## config.mk

```make
export PLATFORM = sky130hd
export DESIGN_NAME = ecc_scrub_engine
export DESIGN_NICKNAME = d
export VERILOG_FILES = /design/src/rtl/ecc_scrub_engine.sv
export SDC_FILE = /design/constraint.sdc
export NUM_CORES = 1
export LEC_CHECK = 0
export BUFFER_PORTS_ARGS = -buffer_cell sky130_fd_sc_hd__buf_2
export CORE_MARGIN = 3
export CORE_UTILIZATION = 53
export DETAILED_ROUTE_END_ITERATION = 16
export HOLD_SLACK_MARGIN = 0.06
export PLACE_DENSITY = 0.84
export SLEW_MARGIN = 25
export SYNTH_ARGS = -nofsm -noshare
export SYNTH_HDL_FRONTEND = slang
export SYNTH_SLANG_ARGS = --single-unit
export TNS_END_PERCENT = 50
```

## constraint.sdc

```tcl
create_clock -name clk -period 3.7 [get_ports clk]
set_input_delay 0.37 -clock clk [delete_from_list [all_inputs] [get_ports clk]]
set_output_delay 0.37 -clock clk [all_outputs]
set_load 0.02 [all_outputs]
```

## src/rtl/ecc_scrub_engine.sv

```systemverilog
// Background SECDED scrubber: reads each SRAM word, writes back single-error
// corrections and logs double errors. Define ECC_SCRUB_VERIFY_EN to re-read each written word.
module ecc_scrub_engine #(
  parameter int ADDR_W   = 8,
  parameter int INTERVAL = 1024,
  parameter int CNT_W    = 16
) (
  input  logic              clk,
  input  logic              rst_l,
  input  logic              scrub_en,
  input  logic              ded_clr,
  output logic              mem_req,
  output logic              mem_we,
  output logic [ADDR_W-1:0] mem_addr,
  output logic [38:0]       mem_wdata,
  input  logic              mem_gnt,
  input  logic              mem_rvalid,
  input  logic [38:0]       mem_rdata,
  output logic [31:0]       dec_din,
  output logic [6:0]        dec_ecc_in,
  input  logic [31:0]       dec_dout,
  input  logic [6:0]        dec_ecc_out,
  input  logic              dec_single,
  input  logic              dec_double,
  output logic              busy,
  output logic              pass_done,
  output logic [CNT_W-1:0]  sec_count,
  output logic [CNT_W-1:0]  ded_count,
  output logic [ADDR_W-1:0] last_ded_addr,
  output logic              ded_irq,
  output logic              hard_err
);

  localparam int IW = (INTERVAL > 0) ? $clog2(INTERVAL + 1) : 1;

  typedef enum logic [3:0] {
    S_IDLE,
    S_WAIT,
    S_RD_REQ,
    S_RD_WAIT,
    S_CHECK,
    S_WB_REQ,
`ifdef ECC_SCRUB_VERIFY_EN
    S_VF_REQ,
    S_VF_WAIT,
    S_VF_CHECK,
`endif
    S_NEXT
  } state_e;

  state_e            state_q, state_d;
  logic [ADDR_W-1:0] addr_q, addr_d;
  logic [IW-1:0]     ivl_q, ivl_d;
  logic [38:0]       rdata_q, rdata_d;
  logic [38:0]       wdata_q, wdata_d;
  logic [CNT_W-1:0]  sec_q, sec_d;
  logic [CNT_W-1:0]  ded_q, ded_d;
  logic [ADDR_W-1:0] last_ded_q, last_ded_d;
  logic              ded_irq_q, ded_irq_d;
  logic              ded_set;
`ifdef ECC_SCRUB_VERIFY_EN
  logic              hard_err_q, hard_err_d;
`endif

  // NOTE: every combinational output gets a default before the case so no
  // path through it can leave a value unassigned and infer a latch.
  always_comb begin
    state_d    = state_q;
    addr_d     = addr_q;
    ivl_d      = ivl_q;
    rdata_d    = rdata_q;
    wdata_d    = wdata_q;
    sec_d      = sec_q;
    ded_d      = ded_q;
    last_ded_d = last_ded_q;
    ded_set    = 1'b0;
`ifdef ECC_SCRUB_VERIFY_EN
    hard_err_d = hard_err_q;
`endif
    mem_req    = 1'b0;
    mem_we     = 1'b0;
    pass_done  = 1'b0;

    case (state_q)
      S_IDLE: begin
        if (scrub_en) begin
          state_d = S_WAIT;
          ivl_d   = IW'(INTERVAL);
        end
      end
      S_WAIT: begin
        if (ivl_q == '0) state_d = S_RD_REQ;
        else             ivl_d   = ivl_q - IW'(1);
      end
      S_RD_REQ: begin
        mem_req = 1'b1;
        if (mem_gnt) state_d = S_RD_WAIT;
      end
      S_RD_WAIT: begin
        if (mem_rvalid) begin
          rdata_d = mem_rdata;
          state_d = S_CHECK;
        end
      end
      S_CHECK: begin
        // A double error outranks a simultaneous single indication.
        if (dec_double) begin
          ded_d      = (&ded_q) ? ded_q : ded_q + CNT_W'(1);
          last_ded_d = addr_q;
          ded_set    = 1'b1;
          state_d    = S_NEXT;
        end else if (dec_single) begin
          sec_d   = (&sec_q) ? sec_q : sec_q + CNT_W'(1);
          wdata_d = {dec_ecc_out, dec_dout};
          state_d = S_WB_REQ;
        end else begin
          state_d = S_NEXT;
        end
      end
      S_WB_REQ: begin
        mem_req = 1'b1;
        mem_we  = 1'b1;
`ifdef ECC_SCRUB_VERIFY_EN
        if (mem_gnt) state_d = S_VF_REQ;
`else
        if (mem_gnt) state_d = S_NEXT;
`endif
      end
`ifdef ECC_SCRUB_VERIFY_EN
      S_VF_REQ: begin
        mem_req = 1'b1;
        if (mem_gnt) state_d = S_VF_WAIT;
      end
      S_VF_WAIT: begin
        if (mem_rvalid) begin
          rdata_d = mem_rdata;
          state_d = S_VF_CHECK;
        end
      end
      S_VF_CHECK: begin
        if (dec_single || dec_double) begin
          hard_err_d = 1'b1;
          last_ded_d = addr_q;
        end
        state_d = S_NEXT;
      end
`endif
      S_NEXT: begin
        addr_d    = addr_q + ADDR_W'(1);
        pass_done = &addr_q;
        if (scrub_en) begin
          state_d = S_WAIT;
          ivl_d   = IW'(INTERVAL);
        end else begin
          state_d = S_IDLE;
        end
      end
      default: state_d = S_IDLE;
    endcase

    // A new double error wins over a coincident clear.
    if (ded_set)      ded_irq_d = 1'b1;
    else if (ded_clr) ded_irq_d = 1'b0;
    else              ded_irq_d = ded_irq_q;
  end

  // NOTE: state uses non-blocking assignments so every flop samples the
  // pre-edge values regardless of statement order.
  always_ff @(posedge clk or negedge rst_l) begin
    if (!rst_l) begin
      state_q    <= S_IDLE;
      addr_q     <= '0;
      ivl_q      <= '0;
      rdata_q    <= '0;
      wdata_q    <= '0;
      sec_q      <= '0;
      ded_q      <= '0;
      last_ded_q <= '0;
      ded_irq_q  <= 1'b0;
    end else begin
      state_q    <= state_d;
      addr_q     <= addr_d;
      ivl_q      <= ivl_d;
      rdata_q    <= rdata_d;
      wdata_q    <= wdata_d;
      sec_q      <= sec_d;
      ded_q      <= ded_d;
      last_ded_q <= last_ded_d;
      ded_irq_q  <= ded_irq_d;
    end
  end

`ifdef ECC_SCRUB_VERIFY_EN
  always_ff @(posedge clk or negedge rst_l) begin
    if (!rst_l) hard_err_q <= 1'b0;
    else        hard_err_q <= hard_err_d;
  end
  assign hard_err = hard_err_q;
`else
  assign hard_err = 1'b0;
`endif

  assign mem_addr      = addr_q;
  assign mem_wdata     = wdata_q;
  assign dec_din       = rdata_q[31:0];
  assign dec_ecc_in    = rdata_q[38:32];
  assign busy          = (state_q != S_IDLE);
  assign sec_count     = sec_q;
  assign ded_count     = ded_q;
  assign last_ded_addr = last_ded_q;
  assign ded_irq       = ded_irq_q;

endmodule
```

==> impl_metrics.json, run 1 <==
{
  "hold_path_startpoint": "mem_rdata[1]",
  "dp_hpwl_um": 9759,
  "finalCriticalPeriod_ns": 2.484,
  "clk_path_buf_depth": 2,
  "min_path_type": "in -> reg",
  "vias": 4367,
  "synth.avg_cell_area_um2": 13.19,
  "drt_iter0_drc": 122,
  "grt_pass1_vias": 4647,
  "cts_setup_buffers": 0,
  "fp.dieW_um": 111.5,
  "ir_drop_v": 0.0005493,
  "slew_headroom": 0.4153,
  "place.gp.congestion": 0.8112,
  "ys_seq_area_frac": 0.5983,
  "drive_gt1_frac": 0.5015,
  "synth_area_um2": 5897,
  "powerDensity_nw_per_um2": 820.3,
  "hold_end": "rdata_q[1]",
  "cts-hold-fix-buffers": 5,
  "grt_max_degree": 100,
  "antenna_found_initial": 0,
  "status": "completed",
  "synth_edf_count": 0,
  "layout.nets": 765,
  "seq_area_um2": 3528,
  "grt_setup_unrepaired": "false",
  "crit_path_end_kind": "output pin",
  "io_buffers": 216,
  "dieArea_um2": 12430,
  "drv_cap": 0,
  "final.fill_count": 731,
  "reg2reg_to": "sec_count[1]",
  "wl_per_cell_um": 16.27,
  "num_antenna_cells": 0,
  "cts_num_sinks": 141,
  "grt.overflow.total": 0,
  "tns_ns": 0,
  "start_util": 0.5587,
  "yosysTopAreaCellShare": 0.5983,
  "htree_levels": 4,
  "syn_to_final_growth_pct": 30.98,
  "ant_nets": 0,
  "async_flop_share": 1.000,
  "tightest_slew_ns": 0.8770,
  "clk_latency_ns": 0.51,
  "num_rows": 37,
  "grt_pass1_wl_um": 22320,
  "viasPerCell": 5.300,
  "ys_types": 48,
  "fin_hold_ws_ns": 0.08951,
  "hold_violations": 0,
  "grtUsageTotal": 0.2225,
  "timing.rr.start": "state_q[2]",
  "ys_warn_count": 0,
  "p_leak_uw": 0.004027,
  "first_pass_iters": 4,
  "tritoncts": "built",
  "ff2ff_path_depth": 4,
  "wl_um": 13410,
  "die_h_um": 111.5,
  "synth_nets": 537,
  "critPathRequiredTime_ns": 3.33,
  "yosysTopAreaCell": "dfrtp_1",
  "fin_crit_sh": 0.6715,
  "clk_pin_slew_ns": 0.06,
  "max_freq_mhz": 402.5,
  "synth.top_cells.by_area": "dfrtp_1 60%, mux2_2 17%, xor2_1 3.3%",
  "min_path_cells": 2,
  "ioPinCount": 218,
  "root_buffer": "clkbuf_8",
  "r2r_slack_ns": 1.38,
  "synth_ff_type": "dfrtp_1",
  "arrival_ns": 2.11,
  "finClkSkew_ns": 0.009525,
  "ctsResizeCount": 0,
  "slew_violations": 0,
  "crit_fanout": 14,
  "synth-seq-cells": 141,
  "worst_setup_path_start_kind": "flop",
  "setup_viol": 0,
  "numCtsBuffers": 17,
  "multiInputGateArea_um2": 2257,
  "drc": 0,
  "crit_type": "reg -> out",
  "core_um2": 10560,
  "syn_inst": 447,
  "cp-startpoint": "state_q[0]"
}
[through the flow]
| step | util | cell area (µm²) | worst slack (ns) | power, µW | cells |
|---|---|---|---|---|---|
| finish | 0.7317 | 7724 | 1.216 | 6336 | 824 |
| detailed placement | 0.6724 | 7097 | 1.113 | 4767 | 786 |
| floorplan | - | 5897 | 1.803 | 3934 | 447 |
| global route | 0.7317 | 7724 | 1.052 | 6707 | 824 |
| global placement | 0.6724 | 7097 | 1.184 | 4654 | 786 |
| CTS | 0.7306 | 7711 | 1.082 | 6406 | 823 |
[cells in the final DEF (no fill, tap or decap), types with 2 or more instances in the layout]
| cell type | Yosys | final |
|---|---|---|
| clkbuf_16 | 0 | 16 |
| nor4_1 | 2 | 2 |
| clkinv_4 | 0 | 4 |
| clkinv_2 | 0 | 4 |
| inv_1 | 9 | 9 |
| dfrtp_1 | 141 | 141 |
| or2_2 | 2 | 2 |
| buf_2 | 1 | 215 |
| a21oi_1 | 2 | 2 |
| bufinv_16 | 0 | 2 |
| nand2b_1 | 5 | 5 |
| nand4b_1 | 2 | 2 |
| and3_1 | 9 | 9 |
| xor2_1 | 22 | 22 |
| mux2_2 | 88 | 88 |
| xnor2_1 | 19 | 19 |
| clkinvlp_4 | 0 | 3 |
| a21o_1 | 2 | 2 |
| buf_4 | 1 | 3 |
| nand4_1 | 12 | 12 |
| o21a_1 | 2 | 2 |
| dlygate4sd3_1 | 0 | 6 |
| o21bai_1 | 2 | 2 |
| nand3_1 | 17 | 17 |
| and4_1 | 5 | 5 |
| nor3_1 | 7 | 7 |
| nor2_1 | 22 | 22 |
| o21ai_0 | 8 | 8 |
| ha_1 | 4 | 4 |
| nand2_1 | 28 | 28 |
[layout make-up]
type,instances,share of cell area
Clock buffer,18,0.05411
Clock inverter,14,0.01895
Inverter,9,0.004374
Multi-Input combinational cell,281,0.2922
Sequential cell,141,0.4568
Tap cell,136,0.02203
Timing Repair Buffer,225,0.1515
[synth_stat cells (2+ instances only)]
master    count
a21o_1        2
a21oi_1       2
and3_1        9
and4_1        5
buf_1         4
buf_6         2
clkbuf_1      8
dfrtp_1     141
ha_1          4
inv_1         9
mux2_2       88
nand2_1      28
nand2b_1      5
nand3_1      17
nand4_1      12
nand4b_1      2
nor2_1       22
nor3_1        7
nor4_1        2
o21a_1        2
o21ai_0       8
o21bai_1      2
or2_2         2
xnor2_1      19
xor2_1       22
[worst max-delay path: stages, from the launching register on]
cell and delay [ns]:
dfrtp_1 0.51, and3b_1 0.41, nand2_1 0.14, nor2_1 0.21, and3_1 0.18, buf_2 0.16
[worst max-delay path by stage]
stage	endpoint	slack (ns)
global placement	sec_count[1]	1.18
global route	pass_done	1.05
detailed placement	sec_count[1]	1.11
CTS	sec_count[1]	1.08
finish	pass_done	1.22
floorplan	sec_count[14]	1.80
[report_power, final]
part | internal (µW) | leakage (µW) | switching [µW]
Combinational | 951 | 0.00195 | 1320
Sequential | 2100 | 0.00180 | 370
Clock | 958 | 0.000271 | 642
[per-layer routing]
metal / wire (µm) / share of wire / global-route usage / vias to the layer above
li1: - / - / - / 2025
met1: 5258 / 0.39 / 0.2593 / 2142
met2: 6739 / 0.50 / 0.3747 / 174
met3: 1107 / 0.083 / 0.07717 / 26
met4: 299 / 0.022 / 0.09570 / 0
met5: 0 / 0 / 0 / -
[cells by family (layout without fill, tap and decap cells)]
group,count (synthesis),after routing,synth area share
and+or+nand+nor,120,120,0.1072
AOI/OAI and AO/OA,26,26,0.03544
other,1,1,0.0006359
muxes,89,89,0.1697
buffers and inverters,25,266,0.01931
adders and majority gates,4,4,0.008488
DFF,141,141,0.5983
xor gates and xnor gates,41,41,0.06089
[state kept, by name, indices dropped and copies added, names as in the netlist]
name           count
mem_addr           8
ded_count         16
last_ded_addr      8
sec_count         16
ded_irq            1
mem_wdata         39
rdata_q           39
state_q            3
ivl_q             11
Note: power is estimated with default switching activity, not from simulation.
==> inputs of run 2 (changes only) <==
--- a/config.mk
+++ b/config.mk
@@ -7,10 +7,10 @@
 export LEC_CHECK = 0
 export BUFFER_PORTS_ARGS = -buffer_cell sky130_fd_sc_hd__buf_2
 export CORE_MARGIN = 3
-export CORE_UTILIZATION = 53
+export CORE_UTILIZATION = 49
 export DETAILED_ROUTE_END_ITERATION = 16
 export HOLD_SLACK_MARGIN = 0.06
-export PLACE_DENSITY = 0.84
+export PLACE_DENSITY = 0.78
 export SLEW_MARGIN = 25
 export SYNTH_ARGS = -nofsm -noshare
 export SYNTH_HDL_FRONTEND = slang
==> constraint.sdc (replaced) <==
create_clock -name clk -period 2.4 [get_ports clk]
set_input_delay 0.24 -clock clk [delete_from_list [all_inputs] [get_ports clk]]
set_output_delay 0.24 -clock clk [all_outputs]
set_load 0.02 [all_outputs]
==> impl_metrics.json, run 2 (synthesis gave the netlist of run 1 again) <==
{
  "status": "completed",
  "ir_drop_v": 0.0008574,
  "die_h_um": 115.7,
  "critPathRequiredTime_ns": 2.16,
  "drv_cap": 0,
  "fin_util": 0.7189,
  "htree_levels": 4,
  "layout_common_cells": "215 x buf_2, 141 x dfrtp_1, 88 x mux2_2, 65 x dlygate4sd3_1, 28 x nand2_1",
  "place.gp.congestion": 0.7877,
  "tritoncts": "built",
  "tightest_slew_ns": 0.6291,
  "clk_path_buf_depth": 2,
  "wl_um": 15640,
  "max_stage_delay_ns": 0.37,
  "pre_cts_ws_ns": 0.3382,
  "drive_gt1_frac": 0.4621,
  "grt_max_degree": 69,
  "clk_latency_ns": 0.41,
  "grtUsageTotal": 0.2406,
  "root_buffer": "clkbuf_16",
  "grt_pass1_wl_um": 24820,
  "dp_hpwl_um": 10200,
  "drt_iter0_drc": 331,
  "grt.overflow.total": 0,
  "crit_fanout": 13,
  "viasPerCell": 5.218,
  "worst_setup_path_start_kind": "flop",
  "layout.nets": 830,
  "final.fill_count": 772,
  "cp_cell_sequence": "buf_4 -> and3b_2 -> nand2_1 -> nor2_1 -> and3_1 -> buf_2",
  "num_rows": 39,
  "clk_pin_slew_ns": 0.06,
  "antenna_found_initial": 0,
  "grt_setup_unrepaired": "false",
  "crit_type": "reg -> out",
  "num_antenna_cells": 0,
  "p_leak_uw": 0.004296,
  "ioPinCount": 218,
  "finalCriticalPeriod_ns": 2.179,
  "max_freq_mhz": 458.8,
  "cp_slowest_cell": "dfrtp_1",
  "vias": 4665,
  "finClkSkew_ns": 0.008435,
  "post-route-worst-setup-slack_ns": 0.2205,
  "fp.dieW_um": 115.7,
  "tns_ns": 0,
  "start_util": 0.5078,
  "syn_to_final_growth_pct": 41.59,
  "powerDensity_nw_per_um2": 1200,
  "dieArea_um2": 13390,
  "fin_crit_sh": 0.9081,
  "slew_violations": 0,
  "grt_pass1_vias": 4920,
  "slew_headroom": 0.5806,
  "fin_total_pwr_uw": 10020,
  "setup_viol": 0,
  "ant_nets": 0,
  "arrival_ns": 1.94,
  "wl_per_cell_um": 17.50,
  "min_path_type": "in -> reg",
  "core_um2": 11610,
  "io_buffers": 216,
  "drc": 0,
  "crit_path_end_kind": "output pin",
  "final_common_cell": "buf_2",
  "numCtsBuffers": 17,
  "first_pass_iters": 5,
  "cts_num_sinks": 141,
  "hold_violations": 0
}
[run 2: cell types whose count changed in the layout (fill, tap and decap cells not counted), moves of 2 or more]
cell	before	now
dlygate4sd3_1	6	65
buf_4	3	8
clkbuf_1	1	4
clkinv_4	4	1
clkinvlp_4	3	1
[run 2: what timing repair did]
action,CTS,global route
setup endpoints to repair,0,1
resized for setup,0,1
buffers inserted,0,0
hold endpoints to repair,129,1
hold buffers,64,1
[run 2: path summary, 6_finish.rpt]
kind | cells past startpoint | endpoint | from | slack [ns]
worst max-delay path | 6 | pass_done | state_q[0] | 0.22
worst min-delay path | 2 | mem_wdata[20] | dec_dout[20] | 0.07
worst max register to register | 4 | sec_count[1] | state_q[0] | 0.34
worst min register to register | 1 | ded_count[8] | ded_count[8] | 0.48
max in group asynchronous | 3 | rdata_q[7] | rst_l | 1.24
min in group asynchronous | 2 | mem_wdata[25] | rst_l | 0.39
[run 2: power by group]
part	switching, µW	internal [µW]	leakage (µW)	total (µW)
clock	943	1460	0.000263	2400
sequential	572	3240	0.00180	3810
combinational	2220	1590	0.00223	3810
total	3730	6290	0.00430	10000
[run 2: critical path: cells and delay by family (launching register included)]
| family | cells | cell delay [ns] |
|---|---|---|
| flops | 1 | 0.37 |
| simple gates | 4 | 0.82 |
| buf+inv | 2 | 0.33 |
[run 2: metal layers]
| metal | wire [µm] | track usage |
|---|---|---|
| met5 | 0 | 0 |
| met4 | 410 | 0.09745 |
| met3 | 1192 | 0.08042 |
| met2 | 8112 | 0.4248 |
| met1 | 5926 | 0.2681 |
[run 2: metrics by stage]
step	hold WS [ns]	std cells	cell area, µm²
floorplan	-0.05559	447	5897
global placement	0.2651	799	7163
detailed placement	0.2791	799	7163
CTS	0.06033	893	8338
global route	0.06221	894	8349
finish	0.07268	894	8349
[run 2: area by class of cell]
class,instances,area [µm²],area share
clock buffer,23,467.9,0.05605
clock inverter,7,66.31,0.007942
inverter,9,33.78,0.004046
multi-input combinational,281,2256,0.2702
sequential,141,3528,0.4226
tap,143,178.9,0.02143
timing repair buffer,290,1818,0.2177
